## src/rtl/ex_stage_pipe_if.sv

```systemverilog
// Execute-stage bus: upstream operation handshake, downstream result handshake,
// flush and the exported flag register.
interface ex_stage_pipe_if #(
  parameter int DATA_W = 8,
  parameter int ADDR_W = 10
);
  logic              iValid;
  logic              oReady;
  logic [DATA_W-1:0] iAcumA;
  logic [DATA_W-1:0] iAcumB;
  logic [DATA_W-1:0] iConst;
  logic [1:0]        iSelMux;
  logic [3:0]        iOp;
  logic [ADDR_W-1:0] iBranchDir;
  logic              iFlush;
  logic              iReady;
  logic              oValid;
  logic [DATA_W-1:0] oAluData;
  logic              oBranchTaken;
  logic [ADDR_W-1:0] oBranchDir;
  logic [2:0]        oFlags;

  // Stage side
  modport slave (
    input  iValid, iAcumA, iAcumB, iConst, iSelMux, iOp, iBranchDir, iFlush, iReady,
    output oReady, oValid, oAluData, oBranchTaken, oBranchDir, oFlags
  );

  // Pipeline / environment side
  modport master (
    output iValid, iAcumA, iAcumB, iConst, iSelMux, iOp, iBranchDir, iFlush, iReady,
    input  oReady, oValid, oAluData, oBranchTaken, oBranchDir, oFlags
  );
endinterface

```

## src/rtl/ex_stage_pipe.sv

```systemverilog
// Execute stage: single-cycle ALU/branch ops, multi-cycle shift-add MUL,
// one-entry output register with valid/ready handshake and flush.
module ex_stage_pipe #(
  parameter int DATA_W = 8,
  parameter int ADDR_W = 10
) (
  input  logic           iClock,
  input  logic           iReset_n,
  ex_stage_pipe_if.slave bus
);

  typedef enum logic [3:0] {
    OP_ADD = 4'd0,  OP_SUB = 4'd1,  OP_AND = 4'd2,  OP_OR  = 4'd3,
    OP_ASL = 4'd4,  OP_LSR = 4'd5,  OP_MUL = 4'd6,  OP_PASS = 4'd7,
    OP_BEQ = 4'd8,  OP_BNE = 4'd9,  OP_BCS = 4'd10, OP_BCC = 4'd11,
    OP_BMI = 4'd12, OP_BPL = 4'd13, OP_JMP = 4'd14, OP_NOP = 4'd15
  } op_e;

  typedef enum logic {S_IDLE, S_BUSY} state_e;

  localparam int CNT_W = (DATA_W > 1) ? $clog2(DATA_W) : 1;
  localparam logic [CNT_W-1:0] LAST_CNT = CNT_W'(DATA_W - 1);

  state_e              r_state, w_state_nxt;
  logic                r_valid;
  logic [DATA_W-1:0]   r_alu;
  logic                r_taken;
  logic [ADDR_W-1:0]   r_dir;
  logic [2:0]          r_flags;    // {C,Z,N}
  logic [CNT_W-1:0]    r_cnt;
  logic [2*DATA_W-1:0] r_mcand;
  logic [DATA_W-1:0]   r_mplier;
  logic [2*DATA_W-1:0] r_prod;
  logic [ADDR_W-1:0]   r_mdir;

  logic [DATA_W-1:0]   w_oper1, w_oper2, w_res, w_mul_res;
  logic                w_c, w_upd, w_taken, w_mul_c;
  logic                w_out_free, w_ready, w_accept, w_is_mul, w_mul_done, w_load_single;
  logic [2*DATA_W-1:0] w_partial, w_prod_nxt;
  op_e                 w_op;

  assign w_op          = op_e'(bus.iOp);
  assign w_oper1       = bus.iSelMux[0] ? bus.iAcumA : bus.iConst;
  assign w_oper2       = bus.iSelMux[1] ? bus.iAcumB : bus.iConst;
  assign w_out_free    = !r_valid || bus.iReady;
  assign w_ready       = (r_state == S_IDLE) && w_out_free;
  assign w_accept      = bus.iValid && w_ready && !bus.iFlush;
  assign w_is_mul      = (w_op == OP_MUL);
  assign w_load_single = w_accept && !w_is_mul;
  // The last partial product is folded in on the completing edge, so the
  // counter parks at LAST_CNT while the output register is still occupied.
  assign w_mul_done    = (r_state == S_BUSY) && (r_cnt == LAST_CNT) && w_out_free && !bus.iFlush;

  assign w_partial  = r_mplier[0] ? r_mcand : '0;
  assign w_prod_nxt = r_prod + w_partial;
  assign w_mul_res  = w_prod_nxt[DATA_W-1:0];
  assign w_mul_c    = |w_prod_nxt[2*DATA_W-1:DATA_W];

  // Single-cycle result, carry and branch decision from the presented operands
  always_comb begin
    w_res   = '0;
    w_c     = 1'b0;
    w_upd   = 1'b0;
    w_taken = 1'b0;
    case (w_op)
      OP_ADD:  begin {w_c, w_res} = {1'b0, w_oper1} + {1'b0, w_oper2}; w_upd = 1'b1; end
      OP_SUB:  begin w_res = w_oper1 - w_oper2; w_c = (w_oper1 < w_oper2); w_upd = 1'b1; end
      OP_AND:  begin w_res = w_oper1 & w_oper2; w_upd = 1'b1; end
      OP_OR:   begin w_res = w_oper1 | w_oper2; w_upd = 1'b1; end
      OP_ASL:  begin w_res = w_oper1 << 1; w_c = w_oper1[DATA_W-1]; w_upd = 1'b1; end
      OP_LSR:  begin w_res = w_oper1 >> 1; w_c = w_oper1[0]; w_upd = 1'b1; end
      OP_PASS: begin w_res = w_oper2; w_upd = 1'b1; end
      OP_BEQ:  w_taken = (w_oper1 == '0);
      OP_BNE:  w_taken = (w_oper1 != '0);
      OP_BCS:  w_taken = r_flags[2];
      OP_BCC:  w_taken = !r_flags[2];
      OP_BMI:  w_taken = w_oper1[DATA_W-1];
      OP_BPL:  w_taken = !w_oper1[DATA_W-1];
      OP_JMP:  w_taken = 1'b1;
      default: ;
    endcase
  end

  // Next-state logic: MUL accept enters BUSY, completion or flush returns to IDLE
  always_comb begin
    w_state_nxt = r_state;
    if (bus.iFlush) begin
      w_state_nxt = S_IDLE;
    end else begin
      case (r_state)
        S_IDLE:  if (w_accept && w_is_mul) w_state_nxt = S_BUSY;
        S_BUSY:  if (w_mul_done) w_state_nxt = S_IDLE;
        default: w_state_nxt = S_IDLE;
      endcase
    end
  end

  // State register
  always_ff @(posedge iClock or negedge iReset_n) begin
    if (!iReset_n) r_state <= S_IDLE;
    else           r_state <= w_state_nxt;
  end

  // Shift-add multiplier: capture operands on accept, one step per BUSY edge
  always_ff @(posedge iClock or negedge iReset_n) begin
    if (!iReset_n) begin
      r_cnt    <= '0;
      r_mcand  <= '0;
      r_mplier <= '0;
      r_prod   <= '0;
      r_mdir   <= '0;
    end else if (bus.iFlush) begin
      r_cnt <= '0;
    end else if (w_accept && w_is_mul) begin
      r_cnt    <= '0;
      r_mcand  <= {{DATA_W{1'b0}}, w_oper1};
      r_mplier <= w_oper2;
      r_prod   <= '0;
      r_mdir   <= bus.iBranchDir;
    end else if (r_state == S_BUSY && r_cnt != LAST_CNT) begin
      r_prod   <= w_prod_nxt;
      r_mcand  <= r_mcand << 1;
      r_mplier <= r_mplier >> 1;
      r_cnt    <= r_cnt + CNT_W'(1);
    end else if (w_mul_done) begin
      r_cnt <= '0;
    end
  end

  // Output register and flags: load, hold under backpressure, drain, flush
  always_ff @(posedge iClock or negedge iReset_n) begin
    if (!iReset_n) begin
      r_valid <= 1'b0;
      r_alu   <= '0;
      r_taken <= 1'b0;
      r_dir   <= '0;
      r_flags <= '0;
    end else if (bus.iFlush) begin
      r_valid <= 1'b0;
    end else if (w_load_single) begin
      r_valid <= 1'b1;
      r_alu   <= w_res;
      r_taken <= w_taken;
      r_dir   <= bus.iBranchDir;
      if (w_upd) r_flags <= {w_c, (w_res == '0), w_res[DATA_W-1]};
    end else if (w_mul_done) begin
      r_valid <= 1'b1;
      r_alu   <= w_mul_res;
      r_taken <= 1'b0;
      r_dir   <= r_mdir;
      r_flags <= {w_mul_c, (w_mul_res == '0), w_mul_res[DATA_W-1]};
    end else if (r_valid && bus.iReady) begin
      r_valid <= 1'b0;
    end
  end

  assign bus.oReady       = w_ready;
  assign bus.oValid       = r_valid;
  assign bus.oAluData     = r_alu;
  assign bus.oBranchTaken = r_taken;
  assign bus.oBranchDir   = r_dir;
  assign bus.oFlags       = r_flags;

endmodule

```

## src/flat_wrapper.sv

```systemverilog
// flat-port wrapper written by rule: the top's interface ports become plain ports
module ex_stage_pipe_flat 
#(
  parameter int DATA_W = 8,
  parameter int ADDR_W = 10
)
  (iClock, iReset_n, bus_iValid, bus_iAcumA, bus_iAcumB, bus_iConst, bus_iSelMux, bus_iOp, bus_iBranchDir, bus_iFlush, bus_iReady, bus_oReady, bus_oValid, bus_oAluData, bus_oBranchTaken, bus_oBranchDir, bus_oFlags);
  ex_stage_pipe_if #(.DATA_W(DATA_W), .ADDR_W(ADDR_W)) bus_i ();
  input  logic iClock;
  input  logic iReset_n;
  input wire logic [$bits(bus_i.iValid)-1:0] bus_iValid;
  input wire logic [$bits(bus_i.iAcumA)-1:0] bus_iAcumA;
  input wire logic [$bits(bus_i.iAcumB)-1:0] bus_iAcumB;
  input wire logic [$bits(bus_i.iConst)-1:0] bus_iConst;
  input wire logic [$bits(bus_i.iSelMux)-1:0] bus_iSelMux;
  input wire logic [$bits(bus_i.iOp)-1:0] bus_iOp;
  input wire logic [$bits(bus_i.iBranchDir)-1:0] bus_iBranchDir;
  input wire logic [$bits(bus_i.iFlush)-1:0] bus_iFlush;
  input wire logic [$bits(bus_i.iReady)-1:0] bus_iReady;
  output wire logic [$bits(bus_i.oReady)-1:0] bus_oReady;
  output wire logic [$bits(bus_i.oValid)-1:0] bus_oValid;
  output wire logic [$bits(bus_i.oAluData)-1:0] bus_oAluData;
  output wire logic [$bits(bus_i.oBranchTaken)-1:0] bus_oBranchTaken;
  output wire logic [$bits(bus_i.oBranchDir)-1:0] bus_oBranchDir;
  output wire logic [$bits(bus_i.oFlags)-1:0] bus_oFlags;
  assign bus_i.iValid = bus_iValid;
  assign bus_i.iAcumA = bus_iAcumA;
  assign bus_i.iAcumB = bus_iAcumB;
  assign bus_i.iConst = bus_iConst;
  assign bus_i.iSelMux = bus_iSelMux;
  assign bus_i.iOp = bus_iOp;
  assign bus_i.iBranchDir = bus_iBranchDir;
  assign bus_i.iFlush = bus_iFlush;
  assign bus_i.iReady = bus_iReady;
  assign bus_oReady = bus_i.oReady;
  assign bus_oValid = bus_i.oValid;
  assign bus_oAluData = bus_i.oAluData;
  assign bus_oBranchTaken = bus_i.oBranchTaken;
  assign bus_oBranchDir = bus_i.oBranchDir;
  assign bus_oFlags = bus_i.oFlags;
  ex_stage_pipe #(.DATA_W(DATA_W), .ADDR_W(ADDR_W)) u_core (.iClock(iClock), .iReset_n(iReset_n), .bus(bus_i));
endmodule
```

## config.mk

```make
export PLATFORM = sky130hd
export DESIGN_NAME = ex_stage_pipe_flat
export DESIGN_NICKNAME = d
export VERILOG_FILES = /design/src/rtl/ex_stage_pipe_if.sv /design/src/rtl/ex_stage_pipe.sv /design/src/flat_wrapper.sv
export SDC_FILE = /design/constraint.sdc
export NUM_CORES = 1
export LEC_CHECK = 0
export CAP_MARGIN = 25
export CORE_UTILIZATION = 60
export CTS_CLUSTER_SIZE = 30
export DETAILED_ROUTE_END_ITERATION = 16
export MAX_ROUTING_LAYER = met4
export PLACE_DENSITY = 0.85
export SKIP_CTS_REPAIR_TIMING = 1
export SLEW_MARGIN = 10
export SYNTH_ARGS = -nofsm -noshare
export SYNTH_HDL_FRONTEND = slang
export SYNTH_SLANG_ARGS = --single-unit
```

## constraint.sdc

```tcl
create_clock -name iClock -period 6.7 [get_ports iClock]
set_input_delay 0.67 -clock iClock [delete_from_list [all_inputs] [get_ports iClock]]
set_output_delay 0.67 -clock iClock [all_outputs]
set_load 0.03 [all_outputs]
```

==> results of run 1 <==
## logic make-up (layout without fill, tap and decap cells)
| family | count (synthesis) | count (layout) | synth area share |
|---|---|---|---|
| AOI/OAI and AO/OA | 197 | 197 | 0.2372 |
| xor gates and xnor gates | 19 | 19 | 0.03016 |
| DFF | 77 | 77 | 0.3492 |
| buffers and inverters | 58 | 119 | 0.04263 |
| adders and majority gates | 44 | 44 | 0.1039 |
| and+or+nand+nor | 191 | 191 | 0.1698 |
| muxes | 33 | 33 | 0.06712 |
## layer usage
layer	track usage	up-vias	share of wire
li1	-	2359	-
met1	0.4638	2474	0.44
met2	0.5249	192	0.48
met3	0.04366	23	0.060
met4	0.1142	0	0.019
met5	-	-	0
## cells in the mapped netlist (3+ instances only)
master and n:
sky130_fd_sc_hd__a22o_1 24, sky130_fd_sc_hd__a211oi_1 6, sky130_fd_sc_hd__a22oi_1 14, sky130_fd_sc_hd__clkbuf_1 20
sky130_fd_sc_hd__nand4_1 5, sky130_fd_sc_hd__mux2i_1 16, sky130_fd_sc_hd__inv_1 27, sky130_fd_sc_hd__a21o_1 10
sky130_fd_sc_hd__nand3_1 5, sky130_fd_sc_hd__mux2i_2 3, sky130_fd_sc_hd__nor2b_1 6, sky130_fd_sc_hd__and3_1 3
sky130_fd_sc_hd__and2_1 16, sky130_fd_sc_hd__nor4_1 3, sky130_fd_sc_hd__buf_2 5, sky130_fd_sc_hd__o21bai_1 4
sky130_fd_sc_hd__a21oi_1 29, sky130_fd_sc_hd__o211ai_1 5, sky130_fd_sc_hd__a221oi_1 3, sky130_fd_sc_hd__o21ai_0 63
sky130_fd_sc_hd__o21ai_1 3, sky130_fd_sc_hd__nand2_1 80, sky130_fd_sc_hd__or3_1 6, sky130_fd_sc_hd__nor3_1 11
sky130_fd_sc_hd__mux2_2 13, sky130_fd_sc_hd__o22ai_1 6, sky130_fd_sc_hd__xnor2_1 11, sky130_fd_sc_hd__nor2_1 35
sky130_fd_sc_hd__dfrtp_1 77, sky130_fd_sc_hd__fa_1 3, sky130_fd_sc_hd__o21a_1 5, sky130_fd_sc_hd__buf_1 3
sky130_fd_sc_hd__xor2_1 8, sky130_fd_sc_hd__ha_1 41
## worst max-delay path by stage
stage                                              end  slack (ps)  cells past startpoint
floorplan           u_core.bus.oAluData[7]$_DFFE_PN0P_        3350                     11
global placement      u_core.bus.oFlags[0]$_DFFE_PN0P_        2540                     11
detailed placement    u_core.bus.oFlags[0]$_DFFE_PN0P_        2420                     11
CTS                   u_core.bus.oFlags[0]$_DFFE_PN0P_        2820                     11
global route          u_core.bus.oFlags[0]$_DFFE_PN0P_        2530                     11
finish              u_core.bus.oAluData[7]$_DFFE_PN0P_        2750                     11
## registers in the layout (all words and copies together), names as in the netlist
| name | count |
|---|---|
| u_core.r_cnt | 3 |
| u_core.r_mcand | 16 |
| u_core.r_mplier | 8 |
| u_core.r_state | 1 |
| u_core.bus.oBranchTaken | 1 |
| u_core.r_mdir | 10 |
| u_core.bus.oAluData | 8 |
| u_core.bus.oValid | 1 |
| u_core.bus.oBranchDir | 10 |
| u_core.bus.oFlags | 3 |
| u_core.r_prod | 16 |
## worst max-delay path, cell delays in order
cell                              delay [ps]
sky130_fd_sc_hd__clkdlybuf4s50_1         760
sky130_fd_sc_hd__mux2i_1                 730
sky130_fd_sc_hd__ha_1                    380
sky130_fd_sc_hd__o21ba_2                 220
sky130_fd_sc_hd__o211ai_1                280
sky130_fd_sc_hd__a2111oi_2               130
sky130_fd_sc_hd__o21ai_0                 190
sky130_fd_sc_hd__nand3b_1                100
sky130_fd_sc_hd__a31o_2                  270
sky130_fd_sc_hd__a22o_1                  190
sky130_fd_sc_hd__mux2_2                  270
## power breakdown
| group | internal (mW) | switching [mW] |
|---|---|---|
| sequential | 0.512 | 0.0320 |
| clock | 0.143 | 0.203 |
| combinational | 0.167 | 0.228 |
| total | 0.823 | 0.463 |
## metrics by stage
step | worst slack (ps) | area, sq um | cells | power, mW
after floorplan | 3349 | 5518 | 619 | 0.7883
after global placement | 2536 | 6254 | 770 | 0.9284
after detailed placement | 2416 | 6254 | 770 | 0.9384
after CTS | 2822 | 6441 | 786 | 1.282
after global routing | 2527 | 6476 | 788 | 1.349
final | 2751 | 6476 | 788 | 1.285
## cell type report
| type | instances | area [sq um] |
|---|---|---|
| multi-input combinational | 484 | 3371 |
| tap | 108 | 135.1 |
| sequential | 77 | 1927 |
| fill | 680 | 2330 |
| inverter | 28 | 105.1 |
| timing repair buffer | 75 | 750.7 |
| clock inverter | 7 | 63.81 |
| clock buffer | 9 | 123.9 |
==> reports/results.env, run 1 <==
HOLD_PATH.CLASS='primary input to async pin'
FINAL-MAX-SLEW-VIOLATION-COUNT=0
SETUP.WORST_PATH.END_CLASS='register'
PLACEMENT_ROWS=34
SYNTH_FF_TYPE='sky130_fd_sc_hd__dfrtp_1'
SYNTH_CELLS=619
PERIOD_SHARE=0.5894
STARTING_DENSITY_OF_THE_CORE=0.6266
CLKTRANSATPATHREGS_PS=90
CTS_MAX_LEVEL=3
YOSYS_WARNINGS=0
FLOW.AREA_GROWTH_FROM_SYNTHESIS_PCT=17.37
FINAL_PERIOD_MINUS_WORST_SETUP_SLACK_PS=3949
SYNTH_TOP_CELLS_BY_AREA='sky130_fd_sc_hd__dfrtp_1 35%, sky130_fd_sc_hd__ha_1 9.3%, sky130_fd_sc_hd__o21ai_0 5.7%'
WORSTSETUPSTARTPOINT='bus_iSelMux[1]'
GLOBAL_ROUTE_OVERFLOW=0
GPL.FINAL_WEIGHTED_CONGESTION=0.9501
ROUTE.DETAILED.WL_PER_INST_MICRONS=19.03
TIMING.MAX_SLEW.REL_SLACK=0.3345
WORST_HOLD_SLACK_PS=150.4
FAILING_CHECKS='DRC'
DRT_FIRST_ITER_VIOLATIONS=629
MOST_FREQUENT_STANDARD_CELL_IN_THE_LAYOUT_EXCLUDING_FILL_AND_TAP_CELLS='sky130_fd_sc_hd__nand2_1'
FINALCOREUTILIZATION=0.7354
SYNTH.LARGEST_AREA_CELL='sky130_fd_sc_hd__dfrtp_1'
GRT_ANTENNA_BEFORE_REPAIR=0
DIE_H_MICRONS=97.90
MOST-COMMON-LAYOUT-CELLS='80 x sky130_fd_sc_hd__nand2_1, 77 x sky130_fd_sc_hd__dfrtp_1, 67 x sky130_fd_sc_hd__clkdlybuf4s50_1'
CRITPATHREQUIREDTIME_PS=6950
POST_ROUTE_CELLS_DRIVE_ABOVE_1_SHARE=0.08676
FF2FF_SETUP_SLACK_PS=3570
CTS_MADE_BUFFERS=9
WORST_VDD_IR_mV=0.1246
SYNTH_AREA_PER_CELL_SQ_UM=8.914
TRITONCTS_CLOCK_TREE='yes'
FP.COREAREA_SQ_MM=0.008806
R2R-START='u_core.r_mplier[0]$_DFFE_PN0P_'
MAXCAPVIOLATIONS=0
LAYOUT.NETS=764
DIE_WIDTH_MICRONS=97.90
CTS_SINKS=77
VIA_COUNT=5048
WORST_CLOCK_SKEW_PS=7.575
BOUNDARYPINS=69
CLK-INSERTION-DELAY-LATE_PS=360
SYNTH_ENABLE_FLOP_CELLS=0
UNREPAIRED_SETUP_ENDPOINTS_AFTER_GLOBAL_ROUTING='false'
PRE_ANTENNA_DRT_ITERS=12
TOTAL_LEAKAGE_POWER_nW=2.994
CLOCK_PATH_BUFFERS=2
TIMING.FINAL.HOLD_VIOLATIONS=0
TIMING.FINAL.SETUP_VIOLATIONS=0
DRC=2
GRT_FIRST_PASS_WIRELENGTH_MICRONS=25130
POWER_DENSITY_mW_PER_MM2=198.5
MAX_SLEW.WORST_PIN.SLEW_PS=994.5
SYN_AREA_SQ_MM=0.005518
VIAS_PER_STD_CELL=6.406
GRT_UTIL_ALL_LAYERS=0.3398
CRITICAL_PATH_PEAK_FANOUT=8
FLOORPLAN.DIE_AREA_SQ_MM=0.009583
SYNTH.NET_COUNT=708
SYNTH-ASYNC-RESET-RATIO=1.000
ANTENNA_VIOLATING_NETS_POST_ROUTE=0
LARGEST_NET_DEGREE_AT_THE_START_OF_GLOBAL_ROUTING=78
REG2REGPATHDEPTH=11
CRITPATHLAUNCHTYPE='primary input'
GRT_PASS1_VIAS=5045
SYNTH-SEQ-CELLS=77
REG2REG_TO='u_core.bus.oFlags[2]$_DFFE_PN0P_'
WORSTSETUPPATHTYPE='primary input to register'
CTS.ROOT.BUFFER_CELL='sky130_fd_sc_hd__clkbuf_8'
INSERTEDDIODECOUNT=0
ARRIVAL_PS=4200
YOSYSTOPAREACELLSHARE=0.3492
SYNTH.LIB_CELLS_USED.DISTINCT=72
HPWL_REPORTED_AT_THE_END_OF_DETAILED_PLACEMENT_MICRONS=11050
ACHIEVABLE-FREQUENCY_GHz=0.2532
SETUP_TNS_PS=0
OUTCOME='complete, but fails checks'
IO_BUFFERS=68
SEQ_AREA_FRAC_SYNTH=0.3492
WIRE_LENGTH_REPORTED_BY_THE_DETAILED_ROUTER_MICRONS=15000
Note: power is estimated with default switching activity, not from simulation.
==> run 2, diff against run 1 <==
Settings changed: CORE_UTILIZATION 60 to 51, PLACE_DENSITY 0.85 to 0.77.
Clock period 6.7 ns to 3.45 ns, I/O delays scaled along.
==> reports/results.env, run 2 (same netlist as run 1, synthesis figures left out) <==
POST_ROUTE_CELLS_DRIVE_ABOVE_1_SHARE=0.1301  # +0.04331
PLACEMENT_ROWS=37  # +8.8%
CTS_SINKS=77  # unchanged
GRT_ANTENNA_BEFORE_REPAIR=0  # unchanged
DPL-INSTANCE-AREA_SQ_MM=0.006564  # +5.0%
CTS.ROOT.BUFFER_CELL='sky130_fd_sc_hd__clkbuf_8'
CLK-INSERTION-DELAY-LATE_PS=350  # about the same
WORSTSETUPPATHTYPE='primary input to register'
DIE_H_MICRONS=106.0  # +8.3%
IO_BUFFERS=68  # unchanged
MAXCAPVIOLATIONS=0  # unchanged
GRT_UTIL_ALL_LAYERS=0.2903  # -0.04951
PERIOD_SHARE=0.9041
HOLD_PATH.CLASS='primary input to async pin'
TRITONCTS_CLOCK_TREE='yes'
GLOBAL_ROUTE_OVERFLOW=0  # unchanged
FINAL-MAX-SLEW-VIOLATION-COUNT=0  # unchanged
REG2REGPATHDEPTH=11  # unchanged
PRE_ANTENNA_DRT_ITERS=6  # -6
STARTING_DENSITY_OF_THE_CORE=0.5297  # -0.09687
CRITPATHREQUIREDTIME_PS=3720  # -3230 ps
WORST_VDD_IR_mV=0.2926  # +130%
CRITICAL_PATH_PEAK_FANOUT=8  # unchanged
HPWL_REPORTED_AT_THE_END_OF_DETAILED_PLACEMENT_MICRONS=11590  # +4.8%
SETUP_TNS_PS=0  # unchanged
CRITPATHLAUNCHTYPE='primary input'
VIAS_PER_STD_CELL=5.958  # -7.0%
POST-LAYOUT-TOTAL-POWER_mW=2.730  # +110%
TOTAL_LEAKAGE_POWER_nW=3.211  # +7.2%
TIMING.MAX_SLEW.REL_SLACK=0.5689  # +0.2344
DRT_FIRST_ITER_VIOLATIONS=465  # -26%
DIE_WIDTH_MICRONS=106.0  # +8.3%
GRT_PASS1_VIAS=4961  # -1.7%
DESIGN_AREA_SQ_MM=0.006864  # +6.0%
DRC=0  # -2
CTS_MADE_BUFFERS=9  # unchanged
CLKTRANSATPATHREGS_PS=80  # about the same
ROUTE.DETAILED.WL_PER_INST_MICRONS=17.87  # -6.1%
OUTCOME='complete, no violations'
GRT_FIRST_PASS_WIRELENGTH_MICRONS=24900  # -0.93%
SETUP.WORST_PATH.END_CLASS='register'
INSERTEDDIODECOUNT=0  # unchanged
WORST_HOLD_SLACK_PS=346.9  # +196.4 ps
ARRIVAL_PS=3390  # -810 ps
LARGEST_NET_DEGREE_AT_THE_START_OF_GLOBAL_ROUTING=78  # unchanged
MOST_FREQUENT_STANDARD_CELL_IN_THE_LAYOUT_EXCLUDING_FILL_AND_TAP_CELLS='sky130_fd_sc_hd__nand2_1'
FLOORPLAN.DIE_AREA_SQ_MM=0.01124  # +17%
TIMING.FINAL.SETUP_VIOLATIONS=0  # unchanged
WIRE_LENGTH_REPORTED_BY_THE_DETAILED_ROUTER_MICRONS=15210  # +1.4%
ANTENNA_VIOLATING_NETS_POST_ROUTE=0  # unchanged
FP.COREAREA_SQ_MM=0.01042  # +18%
LAYOUT_TOP_REGISTERS='u_core.r_mcand: 16 flops, u_core.r_prod: 16 flops'
ACHIEVABLE-FREQUENCY_GHz=0.3206
GPL.FINAL_WEIGHTED_CONGESTION=0.9695  # +2.0%
CLOCK_PATH_BUFFERS=2  # unchanged
FLOW.AREA_GROWTH_FROM_SYNTHESIS_PCT=24.40
FINAL_PERIOD_MINUS_WORST_SETUP_SLACK_PS=3119
UNREPAIRED_SETUP_ENDPOINTS_AFTER_GLOBAL_ROUTING='false'
BOUNDARYPINS=69  # unchanged
WORST_CLOCK_SKEW_PS=11.85  # +4.279 ps
VIA_COUNT=5070  # +0.44%
TIMING.FINAL.HOLD_VIOLATIONS=0  # unchanged
FINALCOREUTILIZATION=0.6590  # -0.07646
MAX_SLEW.WORST_PIN.SLEW_PS=636.5  # -358.0 ps
LAYOUT.NETS=799  # +4.6%
POWER_DENSITY_mW_PER_MM2=397.7  # +100%
MOST-COMMON-LAYOUT-CELLS='80 x sky130_fd_sc_hd__nand2_1, 77 x sky130_fd_sc_hd__dfrtp_1, 67 x sky130_fd_sc_hd__clkdlybuf4s50_1'
CTS_MAX_LEVEL=3  # unchanged
==> run 2: area by class of cell <==
cell class,count,area (sq um)
clock buffers,11,151.4
clock inverters,5,103.9
inverters,28,105.1
flip-flops and latches,77,1927
well taps,136,170.2
multi-input cells,484,3371
repair buffers,110,1036
fillers,872,3552
==> run 2: power by group <==
group	internal [mW]	switching, mW	total, mW
sequential	0.995	0.0582	1.05
clock	0.522	0.354	0.876
combinational	0.359	0.442	0.801
total	1.88	0.854	2.73
==> run 2: final timing paths <==
| kind | startpoint | to | slack [ps] |
|---|---|---|---|
| max | bus_iSelMux[0] | u_core.bus.oFlags[2]$_DFFE_PN0P_ | 330 |
| min | iReset_n | u_core.r_prod[5]$_DFFE_PN0P_ | 350 |
| max reg2reg | u_core.r_mcand[0]$_DFFE_PN0P_ | u_core.bus.oFlags[1]$_DFFE_PN0P_ | 450 |
| min reg2reg | u_core.bus.oBranchDir[1]$_DFFE_PN0P_ | u_core.bus.oBranchDir[1]$_DFFE_PN0P_ | 480 |
| max in group asynchronous | iReset_n | u_core.r_mdir[1]$_DFFE_PN0P_ | 2540 |
| min in group iClock | u_core.bus.oBranchDir[1]$_DFFE_PN0P_ | u_core.bus.oBranchDir[1]$_DFFE_PN0P_ | 480 |
==> run 2: routing by layer <==
layer | wire [microns] | share of wire | GRT usage | vias to the layer above
met3 | 897 | 0.059 | 0.05641 | 38
met1 | 6546 | 0.43 | 0.3626 | 2421
met5 | 0 | 0 | - | -
li1 | - | - | - | 2420
met2 | 7340 | 0.48 | 0.4664 | 191
met4 | 420 | 0.028 | 0.1131 | 0
==> run 2: metrics by stage <==
stage	setup WS, ps	instances
finish	330.7	851
global route	121.7	851
CTS	356.0	848
detailed placement	4.277	832
global placement	59.13	831
floorplan	423.6	619
==> run 2: worst max-delay path: stages <==
cell,delay [ps]
sky130_fd_sc_hd__clkdlybuf4s50_1,500
sky130_fd_sc_hd__buf_12,150
sky130_fd_sc_hd__mux2i_1,330
sky130_fd_sc_hd__ha_1,240
sky130_fd_sc_hd__inv_1,60
sky130_fd_sc_hd__fa_1,400
sky130_fd_sc_hd__nand2b_1,100
sky130_fd_sc_hd__a21oi_1,90
sky130_fd_sc_hd__o21bai_1,150
sky130_fd_sc_hd__a221oi_1,90
sky130_fd_sc_hd__nor4_1,260
sky130_fd_sc_hd__buf_4,180
sky130_fd_sc_hd__o21ai_0,90
sky130_fd_sc_hd__and4b_1,210
sky130_fd_sc_hd__a41oi_1,190
